===== config.mk =====
export PLATFORM = sky130hd
export DESIGN_NAME = m1553_resp_window
export DESIGN_NICKNAME = d
export VERILOG_FILES = /design/src/rtl/m1553_resp_window.sv
export SDC_FILE = /design/constraint.sdc
export NUM_CORES = 1
export LEC_CHECK = 0
export CELL_PAD_IN_SITES_DETAIL_PLACEMENT = 0
export CELL_PAD_IN_SITES_GLOBAL_PLACEMENT = 1
export CORE_MARGIN = 10
export CORE_UTILIZATION = 37
export CTS_CLUSTER_DIAMETER = 50
export CTS_CLUSTER_SIZE = 24
export DETAILED_ROUTE_END_ITERATION = 8
export PLACE_DENSITY = 0.74
export SETUP_SLACK_MARGIN = 0.1
export SYNTH_ARGS = -nofsm -noshare
export SYNTH_HDL_FRONTEND = slang
export SYNTH_SLANG_ARGS = --single-unit

===== constraint.sdc =====
create_clock -name i_clk -period 1.74 [get_ports i_clk]
set_input_delay 0.435 -clock i_clk [delete_from_list [all_inputs] [get_ports i_clk]]
set_output_delay 0.435 -clock i_clk [all_outputs]
set_load 0.02 [all_outputs]

===== src/rtl/m1553_resp_window.sv =====
// MIL-STD-1553 bus-controller response-gap monitor: times end-of-transmission to status sync
// and classifies the gap. Optional error statistics are enabled with `M1553_RESP_STATS_EN.
module m1553_resp_window #(
  parameter int MinGapCycles  = 160,
  parameter int MaxGapCycles  = 480,
  parameter int TimeoutCycles = 560,
  localparam int W = $clog2(TimeoutCycles + 1)
) (
  input  logic         i_clk,
  input  logic         i_rst_n,
  input  logic         i_start,
  input  logic         i_abort,
  input  logic         i_sync_det,
`ifdef M1553_RESP_STATS_EN
  input  logic         i_stats_clear,
  output logic [7:0]   o_err_count,
`endif
  output logic         o_busy,
  output logic         o_resp_ok,
  output logic         o_resp_early,
  output logic         o_resp_late,
  output logic         o_timeout,
  output logic [W-1:0] o_gap
);

  if (MinGapCycles <= 0) begin : g_chk_min
    $fatal(1, "m1553_resp_window: MinGapCycles must be > 0");
  end
  if (MaxGapCycles <= MinGapCycles) begin : g_chk_max
    $fatal(1, "m1553_resp_window: MaxGapCycles must be > MinGapCycles");
  end
  if (TimeoutCycles <= MaxGapCycles) begin : g_chk_tmo
    $fatal(1, "m1553_resp_window: TimeoutCycles must be > MaxGapCycles");
  end

  localparam logic [W-1:0] MIN_C  = W'(MinGapCycles);
  localparam logic [W-1:0] MAX_C  = W'(MaxGapCycles);
  localparam logic [W-1:0] LAST_C = W'(TimeoutCycles - 1);
  localparam logic [W-1:0] TMO_C  = W'(TimeoutCycles);

  typedef enum logic [1:0] {
    S_IDLE   = 2'd0,
    S_WAIT   = 2'd1,
    S_REPORT = 2'd2
  } state_e;

  state_e         state_q, state_d;
  logic [W-1:0]   count_q, count_d;
  logic [W-1:0]   gap_q, gap_d;
  logic           busy_q, busy_d;
  logic           ok_q, ok_d;
  logic           early_q, early_d;
  logic           late_q, late_d;
  logic           tmo_q, tmo_d;

  // Abort outranks everything; inside WAIT a fresh start outranks sync, and sync outranks timeout.
  always_comb begin
    state_d = state_q;
    count_d = count_q;
    gap_d   = gap_q;
    ok_d    = 1'b0;
    early_d = 1'b0;
    late_d  = 1'b0;
    tmo_d   = 1'b0;
    if (i_abort) begin
      state_d = S_IDLE;
      count_d = '0;
    end else begin
      case (state_q)
        S_IDLE: begin
          if (i_start) begin
            state_d = S_WAIT;
            count_d = '0;
          end
        end
        S_WAIT: begin
          if (i_start) begin
            count_d = '0;
          end else if (i_sync_det) begin
            state_d = S_REPORT;
            gap_d   = count_q;
            if (count_q < MIN_C) begin
              early_d = 1'b1;
            end else if (count_q <= MAX_C) begin
              ok_d = 1'b1;
            end else begin
              late_d = 1'b1;
            end
          end else if (count_q == LAST_C) begin
            state_d = S_REPORT;
            gap_d   = TMO_C;
            tmo_d   = 1'b1;
          end else begin
            count_d = count_q + W'(1);
          end
        end
        S_REPORT: begin
          if (i_start) begin
            state_d = S_WAIT;
            count_d = '0;
          end else begin
            state_d = S_IDLE;
          end
        end
        default: begin
          state_d = S_IDLE;
          count_d = '0;
        end
      endcase
    end
    busy_d = (state_d == S_WAIT);
  end

  always_ff @(posedge i_clk or negedge i_rst_n) begin
    if (!i_rst_n) begin
      state_q <= S_IDLE;
      count_q <= '0;
      gap_q   <= '0;
      busy_q  <= 1'b0;
      ok_q    <= 1'b0;
      early_q <= 1'b0;
      late_q  <= 1'b0;
      tmo_q   <= 1'b0;
    end else begin
      state_q <= state_d;
      count_q <= count_d;
      gap_q   <= gap_d;
      busy_q  <= busy_d;
      ok_q    <= ok_d;
      early_q <= early_d;
      late_q  <= late_d;
      tmo_q   <= tmo_d;
    end
  end

  assign o_busy       = busy_q;
  assign o_resp_ok    = ok_q;
  assign o_resp_early = early_q;
  assign o_resp_late  = late_q;
  assign o_timeout    = tmo_q;
  assign o_gap        = gap_q;

`ifdef M1553_RESP_STATS_EN
  logic [7:0] err_q, err_d;

  // Counts on the same edge the error pulse is registered; clear beats the increment.
  always_comb begin
    err_d = err_q;
    if (i_stats_clear) begin
      err_d = '0;
    end else if ((early_d || late_d || tmo_d) && (err_q != 8'hFF)) begin
      err_d = err_q + 8'd1;
    end
  end

  always_ff @(posedge i_clk or negedge i_rst_n) begin
    if (!i_rst_n) begin
      err_q <= '0;
    end else begin
      err_q <= err_d;
    end
  end

  assign o_err_count = err_q;
`endif

endmodule


### Word-level counts from Yosys, hierarchy flattened

Index checks and enable logic that the tools add are counted.
Widths: inputs -> output; s select.

* register bits after elaboration: 27
* bits in latches: 0
* bits in writable memories: 0
* ROM bits: 0
* output and inout port bits: 15
* logic and storage cells: 62
* memories: 0

* add/sub/neg operators: 1
* $mul: 0
* div/mod/pow operators: 0
* magnitude comparators: 2
* equality and inequality tests: 7
* shift operators: 0
* mux-type cells: 37
* bitwise operators: 2
* reductions and logical operators: 5

Operators by type and width (number)
* $mux 10: 7
* $mux 1: 23
* $pmux 10 s2: 1
* $add 10x1->10 const B: 1
* $eq 10x10->1 const B: 1
* $le 10x9->1 const B: 1
* $lt 10x8->1 const B: 1
* $mux 2: 5
* $ne 4x4->1 const B: 2
* $pmux 2 s3: 1
* $eq 2x1->1 const B: 2
* $reduce_and 4->1: 1
* $ne 3x1->1 const B: 1
* $reduce_and 3->1: 1
* $eq 2x2->1 const B: 1
* $logic_not 2->1: 1
* $not 1->1: 2
* $reduce_bool 2->1: 1
* $reduce_or 2->1: 1

### Longest topological paths before layout

Gate-level depths: netlist of the first run.

* depth after elaboration: 7
* gate-level depth with buffers: 7
* mapped depth without buffers: 6

### Worst setup path before layout of the first run

Ideal clock, no wire load.

* path kind: register to register
* from: reg count_q[0]
* to: reg count_q[8]
* setup time: 0.125 ns
* arrival: 1.687 ns
* required time: 1.615 ns
* setup slack: -0.072 ns
* stages on the path, launching flop included: 7
* buffers on the path: 0
* clock period less this slack: 1.812 ns
* cells stage by stage: dfrtp_1 -> ha_1 -> and4_2 -> nand4_2 -> nand2_4 -> nor4_2 -> mux2_4

* longest elaborated chain between the ends: 6
* elaborated cells between the ends (all ways): 9
* classes of those cells: 1 x add/sub; 2 x eq/ne; 5 x mux; 1 x reduce/logical

RTL lines
* from (decl): RTL line 48 `logic [W-1:0] count_q, count_d;`
* from (signal assigned): RTL line 126 `count_q <= count_d;`
* $add 10x1->10: RTL line 94 `count_d = count_q + W'(1);`
* $mux 10: RTL line 89 `end else if (count_q == LAST_C) begin`
* $mux 10: RTL line 79 `end else if (i_sync_det) begin`
* $mux 10: RTL line 77 `if (i_start) begin`
* $pmux 10 s2: RTL line 69 `case (state_q)`
* $mux 10: RTL line 65 `if (i_abort) begin`

Parallel ways exist; a longest one is shown, timed or not. The select of a mux whose other input is x is not followed.
A chain may end at the register's enable or synchronous reset.

### Worst setup path after layout of the first run

* from: reg count_q[4]
* to: reg count_q[7]

The elaborated chain is that of the path after synthesis.

==> impl_metrics.toml, run 1 <==
[power]
leakage_nw = 0.854
power_mw = 1.11
p_sw_share_pct = 26.3
p_seq_share_pct = 60.0
p_per_area_nw_per_um2 = 606
power_switching_mw = 0.292
intPower_mw = 0.817
peakVddDrop_v = 0.000319
clkPwrFrac_pct = 25.1
combPwrFrac_pct = 14.9

[floorplan]
die_area_um2 = 6260
die_h_um = 79.1
start_util_pct = 38.5
pin_count = 20
die_x_um = 79.1
rows = 21
core-area_um2 = 3360

[synth]
synth_top_area_share_pct = 52.2
synth-seq-cells = 27
synthCells = 118
syn_area_um2 = 1290
synth_top_area_cell = "dfrtp_1"
synth-edff-count = 0
ys.flop_type = "dfrtp_1"
avgSynthCellArea_um2 = 11.0
synth.net_count = 124
async_flop_share_pct = 100
synth.distinct_cells = 34
yosysWarnings = 0
synth_common_cells = "dfrtp_1, nor2_1, nand2_1"
synth.most_common_cell = "dfrtp_1"
synth_area_leaders = "dfrtp_1, a22o_2, buf_6, nor2_1, xor2_1"
ys_seq_area_share_pct = 52.2

[timing]
relSlewSlack_pct = 73.9
hold_viol = 0
slew_violations = 0
post-route-period-util_pct = 95.0
max_freq_mhz = 605
rsz0062_at_grt = "yes"
clock_skew_ns = 0.00904
worstMarginPinSlew_ns = 0.392
finalSetupViolations = 0
worst_slack_ns = 0.0866
period_needed_ns = 1.65

[placed_design]
place_inst = 201
dp_hpwl_um = 2370
placed_area_um2 = 1700
port_buffers = 19
dp_worst_setup_slack_ns = -0.305
gp_congestion = 0.843

[critical_path]
critPathMaxFanout = 7
required_ns = 2.00
crit_type = "reg2reg"
reg2reg_depth = 5
start_kind = "register"
r2r-end = "count_q[7]"
crit_path_end = "count_q[7]"
worstPathArrival_ns = 1.92
worst_setup_path_end_kind = "register"
reg2reg_slack_ns = 0.09
startpoint = "count_q[4]"
r2r_start = "count_q[4]"

[routing]
drc = 0
firstDrtPassIters = 5
drt-initial-drc-count = 74
via_per_inst = 5.30
ant_nets = 0
routed_wl_um = 3260
vias = 1118
wire_per_inst_um = 15.4

[global_routing]
track_usage_pct = 10.4
overflow = 0
grt_pass1_vias = 1058
grt_pass1_wl_um = 5260
antenna_found_initial = 0
grt_max_degree = 28

[layout]
area_growth_pct = 41.3
insertedDiodeCount = 0
fin_util_pct = 54.4
fillCellCount = 341
layout.cells.non_filler = 211
drive_gt1_share_pct = 37.6
nNetsFinal = 172
final_cell_area_um2 = 1830

[cts]
holdBufCountCts = 0
htree_levels = 1
clk_pin_slew_ns = 0.15
clk_latency_ns = 0.33
cts_buffers = 3
clockRootBuffer = "clkbuf_4"
clock_path_buffers = 2
cts_tree = "built"
clock_sinks = 27

[worst_hold_path]
hp-class = "in2async"

[run]
max_cap_viol_count = 0

[status]
status = "complete, no violations"
[power by group through the flow]
stage | registers [mW] | clock network, mW | logic (mW)
after floorplan | 0.702 | 0 | 0.0437
after global placement | 0.675 | 0 | 0.167
after detailed placement | 0.676 | 0 | 0.171
after CTS | 0.664 | 0.294 | 0.159
after global routing | 0.669 | 0.312 | 0.176
final | 0.665 | 0.278 | 0.165
[final cells by class]
| class | instances | area [µm²] | area share (%) |
|---|---|---|---|
| flip-flops and latches | 27 | 678 | 37.1 |
| multi-input cells | 83 | 651 | 35.6 |
| repair buffers | 49 | 404 | 22.1 |
| well taps | 46 | 57.6 | 3.15 |
| clock buffers | 3 | 22.5 | 1.23 |
| clock inverters | 1 | 7.51 | 0.411 |
| inverters | 2 | 7.51 | 0.411 |
[layout by cell type (no fill, tap or decap), types with 4 or more instances in the layout]
master            n
buf_4            28
dfrtp_1          25
dlygate4sd2_1    15
nor2_1           12
nand2_1           9
o21ai_0           6
nand3_1           6
a22o_2            5
xor2_1            4
or3_1             4
clkdlybuf4s50_1   4
[worst max-delay path: stages (launching register included)]
cell and delay, ns:
dfrtp_1 0.42, buf_6 0.15, nand2_1 0.13, or3_4 0.40, or3_1 0.33, a21oi_2 0.16
[cells by family (layout without fill, tap and decap cells)]
family	after synthesis	count (layout)	share of synthesized area [%]
and+or+nand+nor	50	51	22.9
DFF	27	27	52.2
AOI/OAI and AO/OA	26	26	14.8
buffers and inverters	9	55	5.22
xor gates and xnor gates	4	4	2.71
adders and majority gates	1	1	0.967
muxes	1	1	1.16
[state kept, by name, summed over array words and instances, names as in the netlist]
register	count
o_busy	1
o_timeout	1
o_resp_late	1
state_q	2
count_q	10
o_resp_early	1
o_resp_ok	1
o_gap	10
[metal layers]
layer | GRT usage, % | up-vias | share of wire, %
li1 | - | 519 | -
met1 | 12.8 | 553 | 44
met2 | 16.4 | 40 | 47
met3 | 3.38 | 6 | 7.8
met4 | 3.76 | 0 | 1.4
met5 | 0 | - | 0
[worst min-delay path by stage]
stage          startpoint           end  slack [ns]  cells after the start
2_1_floorplan     i_rst_n    count_q[0]        0.14                      0
3_3_place_gp     o_gap[8]      o_gap[8]        0.47                      2
3_5_place_dp     o_gap[8]      o_gap[8]        0.48                      2
4_1_cts           i_rst_n  o_resp_early        0.44                      2
5_1_grt           i_rst_n  o_resp_early        0.45                      2
6_report          i_rst_n  o_resp_early        0.45                      2
[through the flow]
step / hold slack, ns / TNS, ns
2_1_floorplan: 0.139 / 0
3_3_place_gp: 0.468 / -4.57
3_5_place_dp: 0.484 / -5.30
4_1_cts: 0.443 / 0
5_1_grt: 0.454 / 0
6_report: 0.446 / 0
[repair_timing]
item / in CTS / in global routing
setup buffers: 1 / 4
pin swaps: 2 / 7
endpoints found under the setup margin: 29 / 21
resized for setup: 20 / 11
gates cloned: 0 / 1
No activity file was read; power rests on OpenSTA's default activity.
==> inputs of run 2 (changes only) <==
--- a/config.mk
+++ b/config.mk
@@ -5,6 +5,7 @@
 export SDC_FILE = /design/constraint.sdc
 export NUM_CORES = 1
 export LEC_CHECK = 0
+export CAP_MARGIN = 20
 export CELL_PAD_IN_SITES_DETAIL_PLACEMENT = 0
 export CELL_PAD_IN_SITES_GLOBAL_PLACEMENT = 1
 export CORE_MARGIN = 10
@@ -17,3 +18,4 @@
 export SYNTH_ARGS = -nofsm -noshare
 export SYNTH_HDL_FRONTEND = slang
 export SYNTH_SLANG_ARGS = --single-unit
+export TNS_END_PERCENT = 1
==> run 2 against run 1 <==
Net effect:
- final area down 3.8%
- total power fell by 0.70%
- register-to-register slack hardly changed
- sequential share of layout area up 1.4 points
- cell count decreased by 2.4%
- die area unchanged
- critical path type unchanged
- largest cell class unchanged
==> impl_metrics.toml, run 2 (synthesis results as in run 1) <==
[placed_design]
dp_hpwl_um = 2370
dp_worst_setup_slack_ns = -0.305
place_inst = 201
gp_congestion = 0.843
port_buffers = 19

[routing]
wire_per_inst_um = 15.1
firstDrtPassIters = 4
vias = 1085
routed_wl_um = 3120
via_per_inst = 5.27
drt-initial-drc-count = 82
ant_nets = 0
drc = 0

[power]
p_sw_share_pct = 26.1
clkPwrFrac_pct = 25.4
power_switching_mw = 0.287
p_seq_share_pct = 60.3
p_per_area_nw_per_um2 = 626
leakage_nw = 0.824
combPwrFrac_pct = 14.3
peakVddDrop_v = 0.000317
intPower_mw = 0.813

[global_routing]
antenna_found_initial = 0
overflow = 0
track_usage_pct = 10.3
grt_pass1_vias = 1050
grt_pass1_wl_um = 5240
grt_max_degree = 28

[layout]
nNetsFinal = 167
layout_common_cells = "dfrtp_1, buf_4, dlygate4sd2_1, nor2_1, nand2_1"
drive_gt1_share_pct = 32.5
area_growth_pct = 35.9
layout_commonest_cell = "dfrtp_1"
layout.cells.non_filler = 206
insertedDiodeCount = 0
fillCellCount = 347

[cts]
clock_path_buffers = 2
cts_buffers = 3
clk_pin_slew_ns = 0.15
holdBufCountCts = 0
clockRootBuffer = "clkbuf_4"
htree_levels = 1
clk_latency_ns = 0.34
clock_sinks = 27
cts_tree = "built"

[critical_path]
crit_type = "reg2reg"
worstPathArrival_ns = 1.91
required_ns = 2.00
crit_path_cell_trace = "buf_6, nand2_1, or3_4, or3_1, a21oi_2"
r2r_start = "count_q[4]"
slowest_delay_ns = 0.42
r2r-end = "count_q[7]"
start_kind = "register"
crit_cells = 5
slowest_stage = "dfrtp_1"
startpoint = "count_q[4]"
reg2reg_depth = 5
crit_family = "simple AND/OR/NAND/NOR gates"
critPathMaxFanout = 7
crit_path_end = "count_q[7]"
reg2reg_slack_ns = 0.09
crit_buf_inv = 1
worst_setup_path_end_kind = "register"

[timing]
worst_slack_ns = 0.0915
fin_setup_tns_ns = 0
worstMarginPinSlew_ns = 0.363
relSlewSlack_pct = 75.8
slew_violations = 0
whs_ns = 0.441
post-route-period-util_pct = 94.7
clock_skew_ns = 0.0121
max_freq_mhz = 607
rsz0062_at_grt = "yes"
finalSetupViolations = 0
hold_viol = 0
period_needed_ns = 1.65

[floorplan]
rows = 21
core-area_um2 = 3360
start_util_pct = 38.5
pin_count = 20
die_x_um = 79.1
die_h_um = 79.1
die_area_um2 = 6260

[worst_hold_path]
hp-class = "in2async"

[status]
status = "complete, no violations"

[run]
max_cap_viol_count = 0
## run 2: power groups by stage
stage                     Clock (mW)  Sequential, mW  Combinational (mW)
after floorplan                    0           0.702              0.0437
after global placement             0           0.675               0.167
after detailed placement           0           0.676               0.171
after CTS                      0.294           0.664               0.158
after global routing           0.316           0.669               0.170
final                          0.280           0.663               0.158
## run 2: routing by layer
| layer | track usage (%) | vias to the layer above | routed length (µm) |
|---|---|---|---|
| li1 | - | 510 | - |
| met1 | 12.7 | 533 | 1350 |
| met2 | 16.4 | 38 | 1460 |
| met3 | 3.38 | 4 | 263 |
| met4 | 3.76 | 0 | 43 |
| met5 | 0 | - | 0 |
## run 2: timing repair
action | 4_1_cts | 5_1_grt
setup buffers | 0 | 1
pin swaps | 1 | 1
gates cloned | 0 | 0
setup endpoints to repair | 29 | 21
resized for setup | 21 | 3
## run 2: worst min-delay path by stage
stage / cells after the start / start / end
global route: 2 / i_rst_n / o_resp_early
floorplan: 0 / i_rst_n / count_q[0]
CTS: 2 / i_rst_n / o_resp_early
global placement: 2 / o_gap[8] / o_gap[8]
detailed placement: 2 / o_gap[8] / o_gap[8]
finish: 2 / i_rst_n / o_resp_early
## run 2: cell type report
type	instances	area [µm²]	share of cell area (%)
Sequential cell	27	677	38.5
Multi-Input combinational cell	82	616	35.0
Timing Repair Buffer	45	370	21.1
Tap cell	46	57.6	3.27
Clock buffer	3	22.5	1.28
Clock inverter	1	7.51	0.427
Inverter	2	7.51	0.427
## run 2: per-stage QoR
step           total power, mW  util (%)  instance area [µm²]
2_1_floorplan            0.745         -                 1320
3_5_place_dp             0.847      50.5                 1700
3_3_place_gp             0.842      50.5                 1700
6_report                  1.10      52.3                 1760
5_1_grt                   1.15      52.3                 1760
4_1_cts                   1.12      51.6                 1730
